File: src/rtl/mem_bus_bridge_pkg.sv
// Shared definitions for the single-cycle datapath to valid/ready memory bus bridge.
package mem_bus_bridge_pkg;

  typedef enum logic [1:0] {
    IDLE = 2'd0,
    REQ  = 2'd1,
    RSP  = 2'd2,
    DONE = 2'd3
  } state_e;

  // Returned as load data when a read response never arrives.
  localparam logic [31:0] TIMEOUT_RDATA = 32'hDEAD_BEEF;

endpackage

File: src/rtl/mem_bus_bridge_if.sv
// Datapath-side memory access signals plus the request/response bus of the bridge.
interface mem_bus_bridge_if #(
  parameter int ADDR_WIDTH = 32,
  parameter int DATA_WIDTH = 32
);
  logic                  MemRead;
  logic                  MemWrite;
  logic [ADDR_WIDTH-1:0] ALUOut;
  logic [DATA_WIDTH-1:0] WriteData;
  logic [DATA_WIDTH-1:0] ReadData;
  logic                  Stall;
  logic                  BusReqValid;
  logic                  BusReqReady;
  logic                  BusReqWe;
  logic [ADDR_WIDTH-1:0] BusReqAddr;
  logic [DATA_WIDTH-1:0] BusReqWdata;
  logic                  BusRspValid;
  logic [DATA_WIDTH-1:0] BusRspRdata;
  logic                  BusError;

  // The bridge is the bus master; the datapath and memory together form the other side.
  modport master (
    input  MemRead, MemWrite, ALUOut, WriteData, BusReqReady, BusRspValid, BusRspRdata,
    output ReadData, Stall, BusReqValid, BusReqWe, BusReqAddr, BusReqWdata, BusError
  );

  modport slave (
    output MemRead, MemWrite, ALUOut, WriteData, BusReqReady, BusRspValid, BusRspRdata,
    input  ReadData, Stall, BusReqValid, BusReqWe, BusReqAddr, BusReqWdata, BusError
  );
endinterface

File: src/rtl/bus_timeout_counter.sv
// Response-wait watchdog for mem_bus_bridge; only compiled when MEM_BUS_TIMEOUT_EN is defined.
`ifdef MEM_BUS_TIMEOUT_EN
module bus_timeout_counter #(
  parameter int TIMEOUT_CYCLES = 255
) (
  input  logic clk_i,
  input  logic rst_i,
  input  logic clear_i,
  input  logic enable_i,
  output logic expired_o
);
  localparam int CW = ($clog2(TIMEOUT_CYCLES + 1) > 8) ? $clog2(TIMEOUT_CYCLES + 1) : 8;

  logic [CW-1:0] cnt_q, cnt_d;

  // Expires on the last permitted wait cycle so the FSM leaves exactly TIMEOUT_CYCLES after entry.
  assign expired_o = enable_i && (cnt_q == CW'(TIMEOUT_CYCLES - 1));

  always_comb begin
    cnt_d = cnt_q;
    if (clear_i) begin
      cnt_d = '0;
    end else if (enable_i && !expired_o) begin
      cnt_d = cnt_q + CW'(1);
    end
  end

  always_ff @(posedge clk_i) begin
    if (rst_i) begin
      cnt_q <= '0;
    end else begin
      cnt_q <= cnt_d;
    end
  end
endmodule
`endif

File: src/rtl/mem_bus_bridge.sv
// Turns the datapath's combinational load/store into a valid/ready bus access and stalls until done.
// Optional response timeout enabled by defining MEM_BUS_TIMEOUT_EN.
module mem_bus_bridge
  import mem_bus_bridge_pkg::*;
#(
  parameter int ADDR_WIDTH     = 32,
  parameter int DATA_WIDTH     = 32,
  parameter int TIMEOUT_CYCLES = 255
) (
  input  logic              clk_i,
  input  logic              rst_i,
  mem_bus_bridge_if.master  bus
);
  state_e                state_q, state_d;
  logic [ADDR_WIDTH-1:0] addr_q, addr_d;
  logic [DATA_WIDTH-1:0] wdata_q, wdata_d;
  logic [DATA_WIDTH-1:0] rdata_q, rdata_d;
  logic                  we_q, we_d;
  logic                  err_q, err_d;
  logic                  access;
  logic                  accept;
  logic                  timeout;
  logic                  unused_addr_bits;

  assign access           = bus.MemRead | bus.MemWrite;
  assign accept           = (state_q == REQ) & bus.BusReqReady;
  assign unused_addr_bits = ^bus.ALUOut[1:0];

`ifdef MEM_BUS_TIMEOUT_EN
  bus_timeout_counter #(
    .TIMEOUT_CYCLES(TIMEOUT_CYCLES)
  ) u_timeout (
    .clk_i    (clk_i),
    .rst_i    (rst_i),
    .clear_i  (accept & ~we_q),
    .enable_i (state_q == RSP),
    .expired_o(timeout)
  );
`else
  localparam int unused_timeout_cycles = TIMEOUT_CYCLES;
  assign timeout = 1'b0;
`endif

  always_comb begin
    state_d = state_q;
    addr_d  = addr_q;
    wdata_d = wdata_q;
    we_d    = we_q;
    rdata_d = rdata_q;
    err_d   = 1'b0;
    case (state_q)
      IDLE: begin
        // A store wins when both strobes are raised.
        if (access) begin
          state_d = REQ;
          addr_d  = {bus.ALUOut[ADDR_WIDTH-1:2], 2'b00};
          wdata_d = bus.WriteData;
          we_d    = bus.MemWrite;
        end
      end
      REQ: begin
        if (bus.BusReqReady) begin
          state_d = we_q ? DONE : RSP;
        end
      end
      RSP: begin
        if (bus.BusRspValid) begin
          rdata_d = bus.BusRspRdata;
          state_d = DONE;
        end else if (timeout) begin
          rdata_d = DATA_WIDTH'(TIMEOUT_RDATA);
          err_d   = 1'b1;
          state_d = DONE;
        end
      end
      DONE:    state_d = IDLE;
      default: state_d = IDLE;
    endcase
  end

  always_ff @(posedge clk_i) begin
    if (rst_i) begin
      state_q <= IDLE;
      addr_q  <= '0;
      wdata_q <= '0;
      we_q    <= 1'b0;
      rdata_q <= '0;
      err_q   <= 1'b0;
    end else begin
      state_q <= state_d;
      addr_q  <= addr_d;
      wdata_q <= wdata_d;
      we_q    <= we_d;
      rdata_q <= rdata_d;
      err_q   <= err_d;
    end
  end

  // Stall rises combinationally so the datapath freezes in the cycle it presents the access.
  assign bus.Stall       = ((state_q == IDLE) & access) | (state_q == REQ) | (state_q == RSP);
  assign bus.BusReqValid = (state_q == REQ);
  assign bus.BusReqWe    = we_q;
  assign bus.BusReqAddr  = addr_q;
  assign bus.BusReqWdata = wdata_q;
  assign bus.ReadData    = rdata_q;
  assign bus.BusError    = err_q;
endmodule

File: src/flat_wrapper.sv
// flat-port wrapper written by rule: the top's interface ports become plain ports
module mem_bus_bridge_flat import mem_bus_bridge_pkg::*;
#(
  parameter int ADDR_WIDTH     = 32,
  parameter int DATA_WIDTH     = 32,
  parameter int TIMEOUT_CYCLES = 255
)
  (clk_i, rst_i, bus_MemRead, bus_MemWrite, bus_ALUOut, bus_WriteData, bus_BusReqReady, bus_BusRspValid, bus_BusRspRdata, bus_ReadData, bus_Stall, bus_BusReqValid, bus_BusReqWe, bus_BusReqAddr, bus_BusReqWdata, bus_BusError);
  mem_bus_bridge_if #(.ADDR_WIDTH(ADDR_WIDTH), .DATA_WIDTH(DATA_WIDTH)) bus_i ();
  input  logic clk_i;
  input  logic rst_i;
  input wire logic [$bits(bus_i.MemRead)-1:0] bus_MemRead;
  input wire logic [$bits(bus_i.MemWrite)-1:0] bus_MemWrite;
  input wire logic [$bits(bus_i.ALUOut)-1:0] bus_ALUOut;
  input wire logic [$bits(bus_i.WriteData)-1:0] bus_WriteData;
  input wire logic [$bits(bus_i.BusReqReady)-1:0] bus_BusReqReady;
  input wire logic [$bits(bus_i.BusRspValid)-1:0] bus_BusRspValid;
  input wire logic [$bits(bus_i.BusRspRdata)-1:0] bus_BusRspRdata;
  output wire logic [$bits(bus_i.ReadData)-1:0] bus_ReadData;
  output wire logic [$bits(bus_i.Stall)-1:0] bus_Stall;
  output wire logic [$bits(bus_i.BusReqValid)-1:0] bus_BusReqValid;
  output wire logic [$bits(bus_i.BusReqWe)-1:0] bus_BusReqWe;
  output wire logic [$bits(bus_i.BusReqAddr)-1:0] bus_BusReqAddr;
  output wire logic [$bits(bus_i.BusReqWdata)-1:0] bus_BusReqWdata;
  output wire logic [$bits(bus_i.BusError)-1:0] bus_BusError;
  assign bus_i.MemRead = bus_MemRead;
  assign bus_i.MemWrite = bus_MemWrite;
  assign bus_i.ALUOut = bus_ALUOut;
  assign bus_i.WriteData = bus_WriteData;
  assign bus_i.BusReqReady = bus_BusReqReady;
  assign bus_i.BusRspValid = bus_BusRspValid;
  assign bus_i.BusRspRdata = bus_BusRspRdata;
  assign bus_ReadData = bus_i.ReadData;
  assign bus_Stall = bus_i.Stall;
  assign bus_BusReqValid = bus_i.BusReqValid;
  assign bus_BusReqWe = bus_i.BusReqWe;
  assign bus_BusReqAddr = bus_i.BusReqAddr;
  assign bus_BusReqWdata = bus_i.BusReqWdata;
  assign bus_BusError = bus_i.BusError;
  mem_bus_bridge #(.ADDR_WIDTH(ADDR_WIDTH), .DATA_WIDTH(DATA_WIDTH), .TIMEOUT_CYCLES(TIMEOUT_CYCLES)) u_core (.clk_i(clk_i), .rst_i(rst_i), .bus(bus_i));
endmodule
File: config.mk
export PLATFORM = sky130hd
export DESIGN_NAME = mem_bus_bridge_flat
export DESIGN_NICKNAME = d
export VERILOG_FILES = /design/src/rtl/mem_bus_bridge_pkg.sv /design/src/rtl/mem_bus_bridge_if.sv /design/src/rtl/bus_timeout_counter.sv /design/src/rtl/mem_bus_bridge.sv /design/src/flat_wrapper.sv
export SDC_FILE = /design/constraint.sdc
export NUM_CORES = 1
export LEC_CHECK = 0
export CELL_PAD_IN_SITES_DETAIL_PLACEMENT = 1
export CELL_PAD_IN_SITES_GLOBAL_PLACEMENT = 1
export CORE_AREA = 5 5 118 120
export CTS_BUF_LIST = sky130_fd_sc_hd__clkbuf_8 sky130_fd_sc_hd__clkbuf_16
export DETAILED_ROUTE_END_ITERATION = 7
export DIE_AREA = 0 0 123 125
export PLACE_DENSITY = 0.93
export SLEW_MARGIN = 0
export SYNTH_ARGS = -nofsm -noshare
export SYNTH_HDL_FRONTEND = slang
export SYNTH_HIERARCHICAL = 1
export SYNTH_SLANG_ARGS = --single-unit
File: constraint.sdc
create_clock -name clk_i -period 4 [get_ports clk_i]
set_input_delay 0.8 -clock clk_i [delete_from_list [all_inputs] [get_ports clk_i]]
set_output_delay 0.8 -clock clk_i [all_outputs]
set_load 0.005 [all_outputs]
After elaboration in Yosys (flattened, before gate mapping) --
Index checks and enable logic that the tools add are counted.
Operators by class: bitwise logic cells 4, reductions and logical operators 4, mux-type cells 5, equal/unequal tests 6
Operators with widths (count):
- 2-bit one-hot mux with 4 select lines | 1
- 2-bit 2-to-1 mux | 3
- 2-bit equality test, second input constant | 2
- 2-bit != test, second input constant | 2
- 2-bit AND reduction | 2
- 1-bit OR | 3
- 3-bit AND reduction | 1
- 2-bit by 1-bit equality test with 1-bit output, second input constant | 1
- 2-bit logical NOT | 1
- 2-bit by 1-bit != test with 1-bit output, second input constant | 1
- 1-bit AND | 1
- 1-bit 2-to-1 mux | 1
Word-level totals: word-level logic and storage cells 24, bits in registers 97, output and inout bits 100, bits of input ports 102

Depth between registers and ports, before layout --
Gate-level depths: netlist of the first run.
depth after elaboration 4, gate-level depth with buffers 7, depth with buffers taken out 5

Worst setup path after synthesis of the first run --
Ideal clock, no wire load.
path kind input to output, start input port bus_MemWrite, end output port bus_Stall, cell stages on the path 3, arrival time 1.413 ns, slack 1.787 ns, data required time 3.200 ns, path through o21a_1 -> buf_2 -> or3_1
On the way: cells in the longest elaborated chain, start to end 4
RTL lines:
- from (decl) | line flat_wrapper.sv:13 | input wire logic [$bits(bus_i.MemWrite)-1:0] bus_MemWrite;
- 1-bit OR | line mem_bus_bridge.sv:25 | assign access = bus.MemRead | bus.MemWrite;
- 1-bit AND | line mem_bus_bridge.sv:100 | assign bus.Stall = ((state_q == IDLE) & access) | (state_q == REQ) | (state_q == RSP);
- 1-bit OR (2 in a row) | line mem_bus_bridge.sv:100
- to (decl) | line flat_wrapper.sv:20 | output wire logic [$bits(bus_i.Stall)-1:0] bus_Stall;
No other way between the ends.

Worst setup path in the final report of the first run --
Same ends and word-level chain as after synthesis.

==> flow_metrics.py, run 1 <==
metrics = {
    "power_and_ir_drop": {
        "p_per_area_nw_per_um2": 589,
        "power.total_mw": 3.43,
        "power.leakage_nw": 2.10,
        "vdd_drop_max_uv": 204,
    },
    "floorplan": {
        "io-pin-count": 202,
        "die_y_um": 125,
        "dieWidth_um": 123,
        "row_count": 42,
        "start_util": 0.269,
        "core_sq_um": 12900,
        "die_area_sq_um": 15400,
    },
    "setup_path": {
        "crit_family": "buffers and inverters",
        "worst-endpoint-arrival_ns": 2.34,
        "critPathKind": "in -> out",
        "crit_path_end_kind": "output port",
        "cpMaxStageDelayCell": "clkdlybuf4s50_1",
        "crit_top_cell": "clkdlybuf4s50_1",
        "cp_slowest_stage_delay_ns": 0.50,
        "crit_path_max_fanout": 4,
        "rrSetupSlack_ns": 1.95,
        "required_ns": 3.20,
        "worst-path-buf-inv": 2,
        "setup.worst_path.start_class": "input port",
        "path_cells": "clkdlybuf4s50_1 > o21a_2 > or3_1 > clkdlybuf4s50_1",
    },
    "route": {
        "wl_met3_um": 886,
        "drt_iter0_drc": 169,
        "wl_met1_mm": 4.69,
        "dr.pass1.iters": 4,
        "vias_per_cell": 4.53,
        "routed_wl_mm": 12.6,
        "ant_nets": 0,
        "drcViolationCount": 0,
        "highest_layer": "met4",
        "vias": 3612,
        "wire_per_inst_um": 15.8,
        "met2_length_mm": 6.50,
    },
    "global_routing": {
        "grt_max_degree": 98,
        "grt_pass1_wl_mm": 19.4,
        "antenna_found_initial": 0,
        "grt_pass1_vias": 3888,
        "grtUsageTotal": 0.159,
        "globalRouteOverflowTotal": 0,
    },
    "logic_synthesis": {
        "avgSynthCellArea_sq_um": 7.90,
        "synthAdderAreaFrac": 0.0144,
        "yosysWarnings": 6,
        "synth_compound_area_frac": 0.153,
        "yosysSeqAreaShare": 0.560,
        "synth-xor-area-share": 0,
        "synth_top_family_by_area": "simple AND/OR/NAND/NOR gates",
        "synth_mux_area_frac": 0,
        "syn_area_sq_um": 3470,
        "synth_cells": 439,
        "yosys.area_share.simple": 0.222,
        "ys_ff_latch": 97,
        "ys_types": 22,
    },
    "sta": {
        "relSlewSlack": 0.236,
        "finalHoldViolCount": 0,
        "fin_ws_ns": 0.861,
        "finalCriticalPeriod_ns": 3.14,
        "rsz0062_at_grt": "false",
        "setup-tns-final_ns": 0,
        "final.period_utilization": 0.785,
        "fin_skew_ns": 0.00385,
        "finalSetupViolCount": 0,
        "worstMarginPinSlew_ns": 1.15,
        "fmax_ghz": 0.319,
        "slew_viol_final": 0,
    },
    "clocking": {
        "cts_resized": 0,
        "cts_inserted_buffers": 9,
        "clk_pin_slew_ns": 0.06,
        "clkLatencyLatePin_ns": 0.34,
        "tritoncts": "built",
        "cts_buffer_depth": 2,
        "root_buffer": "clkbuf_16",
        "hold_buffers": 0,
        "clock_sinks": 97,
        "post_cts_buffers": 0,
        "h-tree-depth": 3,
    },
    "finish": {
        "area_growth_syn_to_layout_pct": 68.0,
        "layout_commonest_cell": "clkdlybuf4s50_1",
        "antenna-diode-count": 0,
        "final_cell_mix": "clkdlybuf4s50_1, nand2_1, a21oi_1, dfxtp_1, clkbuf_16",
        "fillerInstances": 1512,
        "fin_nets": 722,
        "drive_gt1_frac": 0.0370,
        "post-route-util": 0.452,
    },
    "placement": {
        "pre_cts_ws_ns": 0.846,
        "port_buffers": 196,
        "globalplace.congestion": 0.666,
        "hpwl_mm": 9.26,
    },
    "flow_run": {
        "cap_violations": 0,
    },
    "min_path": {
        "min_path_type": "reg -> reg",
    },
    "run_status": {
        "status": "completed",
    },
}
-- metrics by stage --
step                      instance area [sq um]  hold slack, ns  cells
after floorplan                            3470           0.453    441
after global placement                     5520           0.441    781
after detailed placement                   5520           0.447    781
after CTS                                  5820           0.456    797
after global routing                       5820           0.475    797
final                                      5820           0.456    797
-- cells in the mapped netlist --
| library cell | instances | share of area |
|---|---|---|
| a21oi_1 | 97 | 0.14 |
| a311oi_2 | 1 | 0.0043 |
| a31o_2 | 1 | 0.0025 |
| a31oi_1 | 1 | 0.0018 |
| and2_1 | 1 | 0.0018 |
| and3_1 | 1 | 0.0018 |
| buf_1 | 3 | 0.0032 |
| buf_2 | 18 | 0.026 |
| buf_4 | 3 | 0.0065 |
| clkbuf_1 | 10 | 0.011 |
| conb_1 | 1 | 0.0011 |
| dfxtp_1 | 97 | 0.56 |
| ha_1 | 4 | 0.014 |
| inv_1 | 2 | 0.0022 |
| nand2_1 | 191 | 0.21 |
| nand2b_1 | 2 | 0.0036 |
| nand3_1 | 1 | 0.0014 |
| nand4_1 | 1 | 0.0018 |
| o21a_1 | 1 | 0.0022 |
| o21ai_2 | 1 | 0.0025 |
| or3_1 | 1 | 0.0018 |
| or3b_4 | 1 | 0.0032 |
-- layer usage --
metal  up-vias  track usage
li1       1757            -
met1      1693        0.163
met2       131        0.293
met3        31       0.0361
met4         0       0.0893
met5         -            0
-- worst paths after layout --
| check | from | end | depth (start not counted) |
|---|---|---|---|
| max reg2reg | u_core/state_q[0]$_SDFFE_PP0P_ | u_core/bus.ReadData[25]$_SDFFE_PP0P_ | 5 |
| min reg2reg | u_core/bus.BusReqWdata[7]$_SDFFE_PP0P_ | u_core/bus.BusReqWdata[7]$_SDFFE_PP0P_ | 2 |
| min | u_core/bus.BusReqWdata[7]$_SDFFE_PP0P_ | u_core/bus.BusReqWdata[7]$_SDFFE_PP0P_ | 2 |
| max | bus_MemWrite | bus_Stall | 4 |
-- cell type report --
cell class,count,area [sq um],area share
clock buffers,11,253,0.0434
well taps,176,220,0.0378
multi-input cells,308,1370,0.236
clock inverters,5,55.1,0.00945
flip-flops and latches,97,1940,0.333
repair buffers,198,1970,0.339
inverters,2,7.51,0.00129
-- flip-flops by register name (all words and copies together), names as in the netlist --
name,cells
u_core/bus.BusReqAddr,30
u_core/state_q,2
u_core/bus.BusReqWdata,32
u_core/bus.ReadData,32
u_core/bus.BusReqWe,1
-- worst reg2reg max path: stages (launching register included) --
cell	delay, ns
dfxtp_1	0.34
inv_1	0.14
ha_1	0.22
and2_1	0.90
nand2_1	0.17
a21oi_1	0.19
-- kinds of logic (layout without fill, tap and decap cells) --
logic type	Yosys count	count (layout)
compound gates	102	102
fa+ha+maj	4	4
buf+inv	36	216
flops	97	97
other cells	1	3
simple gates	199	199
-- report_power, final --
part | total, mW | switching, mW | internal [mW]
clock | 0.882 | 0.366 | 0.517
combinational | 1.26 | 0.636 | 0.623
sequential | 1.29 | 0.117 | 1.17
total | 3.43 | 1.12 | 2.31
(Power assumes the default switching activity.)
==> run 2, diff against run 1 <==
--- a/config.mk
+++ b/config.mk
@@ -7,11 +7,11 @@
 export LEC_CHECK = 0
 export CELL_PAD_IN_SITES_DETAIL_PLACEMENT = 1
 export CELL_PAD_IN_SITES_GLOBAL_PLACEMENT = 1
-export CORE_AREA = 5 5 118 120
+export CORE_AREA = 5 5 129 131
 export CTS_BUF_LIST = sky130_fd_sc_hd__clkbuf_8 sky130_fd_sc_hd__clkbuf_16
 export DETAILED_ROUTE_END_ITERATION = 7
-export DIE_AREA = 0 0 123 125
-export PLACE_DENSITY = 0.93
+export DIE_AREA = 0 0 134 136
+export PLACE_DENSITY = 0.84
 export SLEW_MARGIN = 0
 export SYNTH_ARGS = -nofsm -noshare
 export SYNTH_HDL_FRONTEND = slang
==> constraint.sdc (replaced) <==
create_clock -name clk_i -period 2.8 [get_ports clk_i]
set_input_delay 0.56 -clock clk_i [delete_from_list [all_inputs] [get_ports clk_i]]
set_output_delay 0.56 -clock clk_i [all_outputs]
set_load 0.005 [all_outputs]
==> run 2 against run 1 <==
Net effect: critical path depth stayed put; combinational power up 46%; register-to-register slack got worse by 1.0 ns; largest power group is now combinational logic; hold slack worse by 0.0054 ns; die area up 19%; power up 44%; sequential power grew 41%; cell count increased by 2.5%; first-iteration DRC count fell by 33%; via count shrank 2.7%.
==> flow_metrics.py, run 2 (synthesized netlist as in run 1, its figures left out) <==
metrics = {
    "power_and_ir_drop": {
        "switching_power_mw": 1.58,
        "clkPwrFrac": 0.259,
        "p_per_area_nw_per_um2": 836,
        "power.leakage_nw": 2.14,
        "switching_share": 0.319,
        "seqPwrFrac": 0.368,
        "comb_power_share": 0.373,
        "cell_internal_pwr_mw": 3.36,
        "vdd_drop_max_uv": 487,
    },
    "setup_path": {
        "cp_slowest_stage_delay_ns": 0.48,
        "cpMaxStageDelayCell": "clkdlybuf4s50_1",
        "crit_path_end_kind": "output port",
        "crit_top_cell": "clkdlybuf4s50_1",
        "reg2reg_depth": 6,
        "crit_path_max_fanout": 3,
        "worst-endpoint-arrival_ns": 2.06,
        "crit_family": "buffers and inverters",
        "setup.worst_path.start_class": "input port",
        "worst-path-buf-inv": 2,
        "rr_endpoint": "u_core/bus.BusReqWdata[17]$_SDFFE_PP0P_",
        "critPathKind": "in -> out",
        "r2r_start": "u_core/state_q[0]$_SDFFE_PP0P_",
        "required_ns": 2.24,
        "path_cells": "clkdlybuf4s50_1 > o21a_2 > or3_1 > clkdlybuf4s50_1",
        "rrSetupSlack_ns": 0.93,
    },
    "sta": {
        "whs_ns": 0.451,
        "finalHoldViolCount": 0,
        "fmax_ghz": 0.381,
        "final.period_utilization": 0.937,
        "fin_skew_ns": 0.00496,
        "setup-tns-final_ns": 0,
        "finalCriticalPeriod_ns": 2.62,
        "finalSetupViolCount": 0,
        "relSlewSlack": 0.541,
        "rsz0062_at_grt": "false",
        "fin_ws_ns": 0.177,
        "worstMarginPinSlew_ns": 0.688,
        "slew_viol_final": 0,
    },
    "placement": {
        "hpwl_mm": 8.47,
        "globalplace.congestion": 0.701,
        "port_buffers": 196,
        "pre_cts_ws_ns": 0.158,
    },
    "clocking": {
        "clkLatencyLatePin_ns": 0.34,
        "clock_sinks": 97,
        "clk_pin_slew_ns": 0.06,
        "tritoncts": "built",
        "root_buffer": "clkbuf_16",
        "cts_buffer_depth": 2,
        "cts_resized": 0,
        "hold_buffers": 0,
        "h-tree-depth": 3,
        "post_cts_buffers": 0,
        "cts_inserted_buffers": 9,
    },
    "floorplan": {
        "row_count": 46,
        "start_util": 0.224,
        "die_y_um": 136,
        "die_area_sq_um": 18200,
        "core_sq_um": 15500,
        "io-pin-count": 202,
        "dieWidth_um": 134,
    },
    "finish": {
        "antenna-diode-count": 0,
        "fin_nets": 726,
        "drive_gt1_frac": 0.0416,
        "final_cell_mix": "clkdlybuf4s50_1, nand2_1, a21oi_1, dfxtp_1, clkbuf_16",
        "area_growth_syn_to_layout_pct": 70.2,
        "post-route-util": 0.381,
        "fillerInstances": 1808,
        "layout_commonest_cell": "clkdlybuf4s50_1",
    },
    "route": {
        "vias": 3513,
        "dr.pass1.iters": 4,
        "wire_per_inst_um": 14.8,
        "vias_per_cell": 4.30,
        "drt_iter0_drc": 114,
        "routed_wl_mm": 12.1,
        "drcViolationCount": 0,
        "ant_nets": 0,
    },
    "min_path": {
        "whs_path_depth": 2,
        "min_path_type": "reg -> reg",
        "hold_end": "u_core/bus.ReadData[6]$_SDFFE_PP0P_",
        "hold_start": "u_core/bus.ReadData[6]$_SDFFE_PP0P_",
    },
    "flow_run": {
        "cap_violations": 0,
    },
    "global_routing": {
        "antenna_found_initial": 0,
        "grt_pass1_wl_mm": 18.7,
        "grtUsageTotal": 0.130,
        "grt_max_degree": 64,
        "globalRouteOverflowTotal": 0,
        "grt_pass1_vias": 3615,
    },
    "run_status": {
        "status": "completed",
    },
}
-- run 2: changes by cell type in the layout (fill, tap and decap cells not counted), sizes merged --
cell / delta
buf: +4
clkinv: -1
clkbuf: +1
clkinvlp: -1
inv: +1
-- run 2: area by class of cell --
class	count	area [sq um]	share of cell area
Clock buffer	12	267	0.0452
Clock inverter	4	42.5	0.00721
Inverter	2	7.51	0.00127
Multi-Input combinational cell	308	1370	0.233
Sequential cell	97	1940	0.329
Tap cell	192	240	0.0407
Timing Repair Buffer	202	2030	0.344
-- run 2: power by group through the flow --
stage	combinational, mW	clock (mW)	sequential [mW]
floorplan	0.837	0	1.87
global placement	1.86	0	1.83
detailed placement	1.89	0	1.85
CTS	1.89	1.35	1.82
global route	2.03	1.39	1.86
finish	1.84	1.28	1.82
-- run 2: stage by stage --
| step | cell area (sq um) | power, mW | instances |
|---|---|---|---|
| after floorplan | 3470 | 2.71 | 441 |
| after global placement | 5590 | 3.69 | 801 |
| after detailed placement | 5590 | 3.74 | 801 |
| after CTS | 5900 | 5.06 | 817 |
| after global routing | 5900 | 5.28 | 817 |
| final | 5900 | 4.93 | 817 |
-- run 2: how the worst max path moves through the flow --
stage	end	from	depth (start not counted)	slack (ns)
2_1_floorplan	bus_Stall	u_core/state_q[0]$_SDFFE_PP0P_	5	1.02
3_3_place_gp	bus_Stall	bus_MemRead	4	0.18
3_5_place_dp	bus_Stall	bus_MemRead	4	0.16
4_1_cts	bus_Stall	u_core/state_q[0]$_SDFFE_PP0P_	5	0.15
5_1_grt	bus_Stall	u_core/state_q[0]$_SDFFE_PP0P_	5	0.05
6_report	bus_Stall	bus_MemRead	4	0.18
-- run 2: layer usage --
metal	vias up	GRT usage	share of wire
met5	-	0	0
met4	0	0.0606	0.024
met3	19	0.0426	0.075
met2	112	0.230	0.49
met1	1618	0.142	0.41
li1	1764	-	-
-- run 2: tightest hold or removal path: cells and delay by family, from the launching register on --
kind               cells  cell delay, ns
AOI/OAI and AO/OA      1            0.05
DFF                    1            0.31
and+or+nand+nor        1            0.05
